--- config.mk ---
export PLATFORM = sky130hd
export DESIGN_NAME = hazard_ctrl
export DESIGN_NICKNAME = d
export VERILOG_FILES = /design/src/rtl/hazard_ctrl.sv
export SDC_FILE = /design/constraint.sdc
export NUM_CORES = 1
export LEC_CHECK = 0
export ABC_AREA = 0
export ABC_CLOCK_PERIOD_IN_PS = 2950
export CAP_MARGIN = 20
export CORE_MARGIN = 5
export CORE_UTILIZATION = 40
export CTS_CLUSTER_SIZE = 25
export DETAILED_ROUTE_END_ITERATION = 16
export PLACE_DENSITY = 0.9
export SETUP_SLACK_MARGIN = 0.05
export SLEW_MARGIN = 10
export SYNTH_ARGS = -nofsm -noshare
export SYNTH_HDL_FRONTEND = slang
export SYNTH_SLANG_ARGS = --single-unit
--- constraint.sdc ---
create_clock -name clk -period 2.95 [get_ports clk]
set_input_delay 0.885 -clock clk [delete_from_list [all_inputs] [get_ports clk]]
set_output_delay 0.885 -clock clk [all_outputs]
set_load 0.05 [all_outputs]
--- src/rtl/hazard_ctrl.sv ---
// Hazard controller for the five-stage RV32I pipeline. It tracks the destination register of each
// stage after decode and drives stall, bubble, flush, freeze and registered forwarding selects.
module hazard_ctrl #(
  parameter int XLEN = 32,
  parameter int RIDX = 5
) (
  input  logic            clk,
  input  logic            rst,
  input  logic [XLEN-1:0] id_ir,
  input  logic            id_valid,
  input  logic            ex_redirect,
  input  logic            mem_wait,
  output logic            stall_if,
  output logic            stall_id,
  output logic            bubble_ex,
  output logic            flush_if,
  output logic            flush_id,
  output logic            freeze,
  output logic [1:0]      fwd_a,
  output logic [1:0]      fwd_b
);

  typedef struct packed {
    logic            wen;
    logic [RIDX-1:0] rd;
  } ent_t;

  localparam logic [1:0] FWD_RF  = 2'b00;
  localparam logic [1:0] FWD_EX  = 2'b01;
  localparam logic [1:0] FWD_MEM = 2'b10;

  logic [6:0]      opc;
  logic [RIDX-1:0] rd, rs1, rs2;
  logic            wr_rd, rd_rs1, rd_rs2, is_load;

  ent_t ex_ent, mem_ent, wb_ent;
  logic ex_load;
  logic load_use, squash;

  assign opc = id_ir[6:0];
  assign rd  = id_ir[11:7];
  assign rs1 = id_ir[19:15];
  assign rs2 = id_ir[24:20];

  always_comb begin
    wr_rd   = 1'b0;
    rd_rs1  = 1'b0;
    rd_rs2  = 1'b0;
    is_load = 1'b0;
    case (opc)
      7'b0110111, 7'b0010111, 7'b1101111: wr_rd = 1'b1;
      7'b1100111: begin wr_rd = 1'b1; rd_rs1 = 1'b1; end
      7'b0000011: begin wr_rd = 1'b1; rd_rs1 = 1'b1; is_load = 1'b1; end
      7'b0010011: begin wr_rd = 1'b1; rd_rs1 = 1'b1; end
      7'b0110011: begin wr_rd = 1'b1; rd_rs1 = 1'b1; rd_rs2 = 1'b1; end
      7'b1100011, 7'b0100011: begin rd_rs1 = 1'b1; rd_rs2 = 1'b1; end
      default: ;
    endcase
  end

  // x0 is never a producer, so a record with rd=0 cannot match.
  function automatic logic hit(ent_t e, logic [RIDX-1:0] r);
    return e.wen && (e.rd != '0) && (e.rd == r);
  endfunction

  function automatic logic [1:0] fsel(logic used, logic [RIDX-1:0] r, ent_t ex, ent_t mem);
    if (!used)          return FWD_RF;
    else if (hit(ex, r))  return FWD_EX;
    else if (hit(mem, r)) return FWD_MEM;
    else                return FWD_RF;
  endfunction

  assign load_use = id_valid && ex_load &&
                    ((rd_rs1 && hit(ex_ent, rs1)) || (rd_rs2 && hit(ex_ent, rs2)));

  always_comb begin
    stall_if  = 1'b0;
    stall_id  = 1'b0;
    bubble_ex = 1'b0;
    flush_if  = 1'b0;
    flush_id  = 1'b0;
    freeze    = 1'b0;
    if (!rst) begin
      if (mem_wait) begin
        freeze = 1'b1;
      end else if (ex_redirect) begin
        flush_if  = 1'b1;
        flush_id  = 1'b1;
        bubble_ex = 1'b1;
      end else if (load_use) begin
        stall_if  = 1'b1;
        stall_id  = 1'b1;
        bubble_ex = 1'b1;
      end
    end
  end

  assign squash = bubble_ex || !id_valid;

  always_ff @(posedge clk) begin
    if (rst) begin
      ex_ent  <= '0;
      mem_ent <= '0;
      wb_ent  <= '0;
      ex_load <= 1'b0;
      fwd_a   <= FWD_RF;
      fwd_b   <= FWD_RF;
    end else if (!mem_wait) begin
      wb_ent  <= mem_ent;
      mem_ent <= ex_ent;
      if (squash) begin
        ex_ent  <= '0;
        ex_load <= 1'b0;
        fwd_a   <= FWD_RF;
        fwd_b   <= FWD_RF;
      end else begin
        ex_ent  <= '{wen: wr_rd, rd: rd};
        ex_load <= is_load;
        fwd_a   <= fsel(rd_rs1, rs1, ex_ent, mem_ent);
        fwd_b   <= fsel(rd_rs2, rs2, ex_ent, mem_ent);
      end
    end
  end

  // The WB record is kept for visibility; the write-before-read register file never needs it.
  logic unused_bits;
  assign unused_bits = ^{id_ir[XLEN-1:25], id_ir[14:12], wb_ent};

endmodule
# Word level (Yosys, flattened, before mapping)
# Index checks and enable logic that the tools add are counted.
[word_totals]
register_bits = 17
input_bits = 37
output_inout_bits = 10
wordCells = 64
[classes]
eq_ne = 13
mux = 26
reduce_logical = 18
[op_table]
columns = ["op", "count"]
rows = [
  ["equality test 7 x 6 -> 1 bit (second input constant)", 3],
  ["equality test 7 bit (second input constant)", 3],
  ["equality test 5 bit", 4],
  ["two-way mux 1 bit", 17],
  ["two-way mux 2 bit", 8],
  ["equality test 7 x 5 -> 1 bit (second input constant)", 2],
  ["logical AND 1 bit", 10],
  ["nonzero test 5 bit", 2],
  ["equality test 7 x 2 -> 1 bit (second input constant)", 1],
  ["OR reduction 7 bit", 1],
  ["two-way mux 6 bit", 1],
  ["OR reduction 6 bit", 1],
  ["OR reduction 3 bit", 1],
  ["logical OR 1 bit", 2],
  ["logical NOT 1 bit", 1],
]

# Longest topological paths before layout
[logic_depth]
word_depth = 12
ltp_mapped = 6
depth_no_buf = 5

# Worst setup path before layout
# OpenSTA, ideal clock, no wires.
[synth_path]
kind = "in2out"
startpoint = "input id_ir[3]"
endpoint = "output stall_if"
arrival_ns = 2.775
required_ns = 2.065
setup_slack_ns = -0.710
path_stages = 6
path_buffers = 1
path_cell_list = "and4b_1 -> o21ai_0 -> nor4_1 -> a31oi_1 -> nor2_1 -> buf_4"
[synth_via]
elab_chain_cells = 10
word_cells_on_any_way = 18
classes_between = "eq/ne: 6; mux: 6; reduce/logical: 6"
[synth_lines]
columns = ["item", "line", "rtl"]
rows = [
  ["start: declaration", "9", "input logic [XLEN-1:0] id_ir,"],
  ["equality test 7 x 2 -> 1 bit (tied with other cells)", "50", "case (opc)"],
  ["OR reduction 6 bit (no line) / OR reduction 3 bit (equally long branches)", "-", ""],
  ["two-way mux 1 bit", "50", ""],
  ["logical AND 1 bit", "74", "((rd_rs1 && hit(ex_ent, rs1)) || (rd_rs2 && hit(ex_ent, rs2)));"],
  ["logical OR 1 bit *", "74", ""],
  ["logical AND 1 bit *", "73", "assign load_use = id_valid && ex_load &&"],
  ["two-way mux 1 bit * (4 in a row)", "-", ""],
  ["end: declaration", "13", "output logic stall_if,"],
]
# Mark *: on every way between the ends. The rest lies on a longest branch, timed or not.

# Worst setup path in the final report
[layout_path]
startpoint = "input id_ir[3]"
endpoint = "output stall_id"
[layout_via]
elab_chain_cells = 10
word_cells_on_any_way = 18
classes_between = "eq/ne: 6; mux: 6; reduce/logical: 6"
[layout_lines]
columns = ["item", "line", "rtl"]
rows = [
  ["equality test 7 x 2 -> 1 bit (tied with other cells)", "50", ""],
  ["OR reduction 6 bit (no line) / OR reduction 3 bit (equally long branches)", "-", ""],
  ["two-way mux 1 bit", "50", ""],
  ["logical AND 1 bit", "74", ""],
  ["logical OR 1 bit *", "74", ""],
  ["logical AND 1 bit *", "73", ""],
  ["two-way mux 1 bit *", "90", "end else if (load_use) begin"],
  ["two-way mux 1 bit *", "86", "end else if (ex_redirect) begin"],
  ["two-way mux 1 bit *", "84", "if (mem_wait) begin"],
  ["two-way mux 1 bit *", "83", "if (!rst) begin"],
  ["end: declaration", "14", "output logic stall_id,"],
]
# Marked as above.

==> out/summary.md <==
The flow ran to the end, but the final reports show violations. The checks that failed: setup timing. Synthesis instantiated 35 different standard cells from the library.

Of the available clock period, the critical path in the final layout requires 101%. In this run, CTS created clock tree buffers numbering 3. The worst hold path class is register to register.

The tools report the post-route total power as 516 uW. The nature of the critical path startpoint is an input port. Most common cell after layout, fill and taps aside: sky130_fd_sc_hd__buf_4. Cells with a size suffix above 1 make up 48.6% of the layout. The tool flagged a number of max-cap violations equal to 0. The tools report the worst reg2reg path endpoint as fwd_b[1]. The share of synthesized flip-flops with an asynchronous set or reset works out to 0%.

Dividing total power by cell area gives a power density of 288 mW/mm2. Leaving out fill and tap cells, the most frequent cells in the layout are sky130_fd_sc_hd__buf_4 (33), sky130_fd_sc_hd__dfxtp_1 (15), sky130_fd_sc_hd__clkdlybuf4s50_1 (12). The top achievable clock speed is 335 MHz. Destination of the worst hold path: fwd_a[0].

The leakage component of the power was 0.765 nW. Setup slack of the most critical reg-to-reg path: 0.78 ns. The logs give 209 for the final non-filler cell total and 12 for the largest net degree at the start of global routing. The logs give 0.859 for the routability congestion estimate from global placement and 0 for the final antenna-violating net count. The number of warnings issued by yosys is 0, and the headroom to the max-slew limit is 66.4%. The logs give 196 for the placed cell count and 2.10 ns for the critical path arrival. The core outline area is 0.00243 mm2.

The number of top-level pins came out at 47. The cell area after synthesis was 991 um2. The net count reported at finish is 217, and the number of vias per cell after detailed routing is 5.70. The first global-routing pass estimated 5.82 mm of wire. No sink is reached through more buffers than the 2 on the longest clock path. Of the synthesized area, sequential elements account for 34.3%.

The via count of the first global-routing pass was 1261; the minimum setup slack after placement was -0.451 ns. For the number of pins exceeding their max-slew limit in the final report, the log shows 0. The count of flip-flops with a built-in enable after synthesis was 0; the post-cts hold buffer count was 0. Among all flip-flop cells after synthesis, the most frequent one is sky130_fd_sc_hd__dfxtp_1. The worst hold path begins at fwd_a[0].

The vertical die dimension was 59.8 um. In this run the critical register-to-register path is launched from ex_ent[0]. The logs give 30 for the number of design-rule violations left by the first detailed-router iteration and 147 for the synthesized netlist net count. After clock tree synthesis, the clock-pin slew on the worst setup and hold paths is 0.12 ns.

Setup repair after global routing could not meet its margin everywhere. The run gives 17 as the clock sink count. The logs give 0.487 ns for the smallest hold slack and -0.0963 ns for the setup TNS. The critical path in this run is classified as input port to primary output.

Cell area after layout: 0.00179 mm2. Once the floorplan was initialized, standard cells occupied 40.7% of the core. The maximum level of the CTS H-tree is 1. The filler cell count was 166; the quantity of I/O buffers inserted on ports was 36. For the residual overflow from global routing, the log shows 0. The final core utilization was 73.6%; the total count of hold-check failures in the final report was 0. For the least setup slack across all paths after layout, the log shows -0.0367 ns. The floorplan step set the die width to 59.8 um.

The worst reg2reg path depth is 6, and the die footprint is 0.00357 mm2. The tools report the gate count of the mapped netlist as 110. The post-synthesis register bit count came out at 17. The worst-case IR drop observed on VDD is 0.000296 V.

For this block, the routed nets add up to 3.82 mm of wire. The buffer cell driving the clock tree root was sky130_fd_sc_hd__clkbuf_4. Global routing used 22.1% of the available tracks across all layers.

The run gives 4 as the number of iterations in the first detailed-routing pass. Of all nets on the critical path, the largest fanout is 2. The post-route clock skew was 0.0106 ns; the minimum clock period was 2.99 ns. The initialized floorplan defines 18 standard-cell rows. After synthesis, the mean cell area works out to 9.01 um2.

Insertion delay of the later-clocked pin in the worst-skew pair: 0.30 ns. Half-perimeter wire length after detailed placement: 2.70 mm. Worst endpoint required time: 2.07 ns. The number of antenna violations at the first check in global routing was 0. The area growth from synthesis to layout was 80.7%; the residual DRC count was 0.

Setup violations remaining at the end of the flow were counted as 3. TritonCTS built the clock tree. The worst-margin pin slew came out at 0.503 ns. In this run the cell area measured after placement is 0.00167 mm2.

0 antenna diodes ended up in the layout. STA classifies the critical path endpoint as a primary output. The worst hold path cell count came out at 1. In the final routed layout, each cell accounts on average for 18.3 um.

The routed layout has 1191 vias.
-- worst max path at each step --
stage	start	to	slack, ns
6_report	id_ir[3]	stall_id	-0.04
5_1_grt	id_ir[3]	stall_id	-0.09
3_3_place_gp	id_ir[17]	stall_id	-0.39
2_1_floorplan	id_ir[3]	stall_if	-0.15
4_1_cts	id_ir[3]	stall_id	-0.07
3_5_place_dp	id_ir[17]	stall_id	-0.45
-- sequential cells by signal, summed over array words and instances (netlist names) --
signal / cells
ex_ent: 6
mem_ent: 6
fwd_a: 2
fwd_b: 2
ex_load: 1
-- repair_timing --
action	4_1_cts	5_1_grt
endpoints found under the hold margin	0	0
setup endpoints to repair	6	6
cloned	0	0
pin swaps	19	10
gates resized for setup	69	15
setup buffers	3	6
-- logic make-up (layout without fill, tap and decap cells) --
family | after synthesis | count (layout) | share of synthesized area, %
flip-flops | 17 | 17 | 34.3
AND/OR/NAND/NOR | 40 | 40 | 21.7
XOR/XNOR | 20 | 20 | 17.7
buffers and inverters | 6 | 75 | 3.16
AO/OA/AOI/OAI | 21 | 21 | 17.0
multiplexers | 6 | 6 | 6.06
-- Yosys cell counts (2+ instances only) --
cell / n / area, um2
sky130_fd_sc_hd__a22o_1: 8 / 70.1
sky130_fd_sc_hd__a31oi_1: 2 / 12.5
sky130_fd_sc_hd__a32o_1: 2 / 20.0
sky130_fd_sc_hd__buf_4: 2 / 15.0
sky130_fd_sc_hd__clkbuf_1: 2 / 7.51
sky130_fd_sc_hd__dfxtp_1: 17 / 340
sky130_fd_sc_hd__mux2i_1: 6 / 60.1
sky130_fd_sc_hd__nand2_1: 4 / 15.0
sky130_fd_sc_hd__nand3_1: 5 / 25.0
sky130_fd_sc_hd__nor2_1: 14 / 52.6
sky130_fd_sc_hd__nor4_1: 3 / 18.8
sky130_fd_sc_hd__o21ai_0: 2 / 10.0
sky130_fd_sc_hd__or4_1: 3 / 22.5
sky130_fd_sc_hd__xnor2_1: 16 / 140
sky130_fd_sc_hd__xor2_1: 4 / 35.0
-- layout make-up --
class | count | area, um2 | share of cell area (%)
Tap cell | 30 | 37.5 | 2.10
Inverter | 1 | 3.75 | 0.210
Clock inverter | 1 | 5.00 | 0.280
Timing Repair Buffer | 70 | 616 | 34.4
Clock buffer | 3 | 22.5 | 1.26
Sequential cell | 17 | 343 | 19.1
Multi-Input combinational cell | 87 | 763 | 42.6
-- worst max-delay path, stage by stage --
cell	delay (ns)
sky130_fd_sc_hd__buf_6	0.09
sky130_fd_sc_hd__and4b_1	0.27
sky130_fd_sc_hd__o21ai_2	0.08
sky130_fd_sc_hd__nor4_4	0.36
sky130_fd_sc_hd__a31oi_4	0.08
sky130_fd_sc_hd__nor2_4	0.17
sky130_fd_sc_hd__buf_12	0.15
-- power breakdown --
| group | switching, mW | total, mW | internal (mW) | leakage (nW) |
|---|---|---|---|---|
| clock network | 0.0821 | 0.133 | 0.0505 | 0.0177 |
| registers | 0.00602 | 0.238 | 0.232 | 0.138 |
| logic | 0.0645 | 0.145 | 0.0804 | 0.609 |
-- layer usage --
layer,vias to the layer above,part of all wire (%),GRT usage [%]
met3,14,8.3,4.75
met1,564,37,22.5
met2,72,52,40.9
met4,0,2.9,12.3
li1,541,-,-
met5,-,0,0
Note: power is estimated with default switching activity, not from simulation.
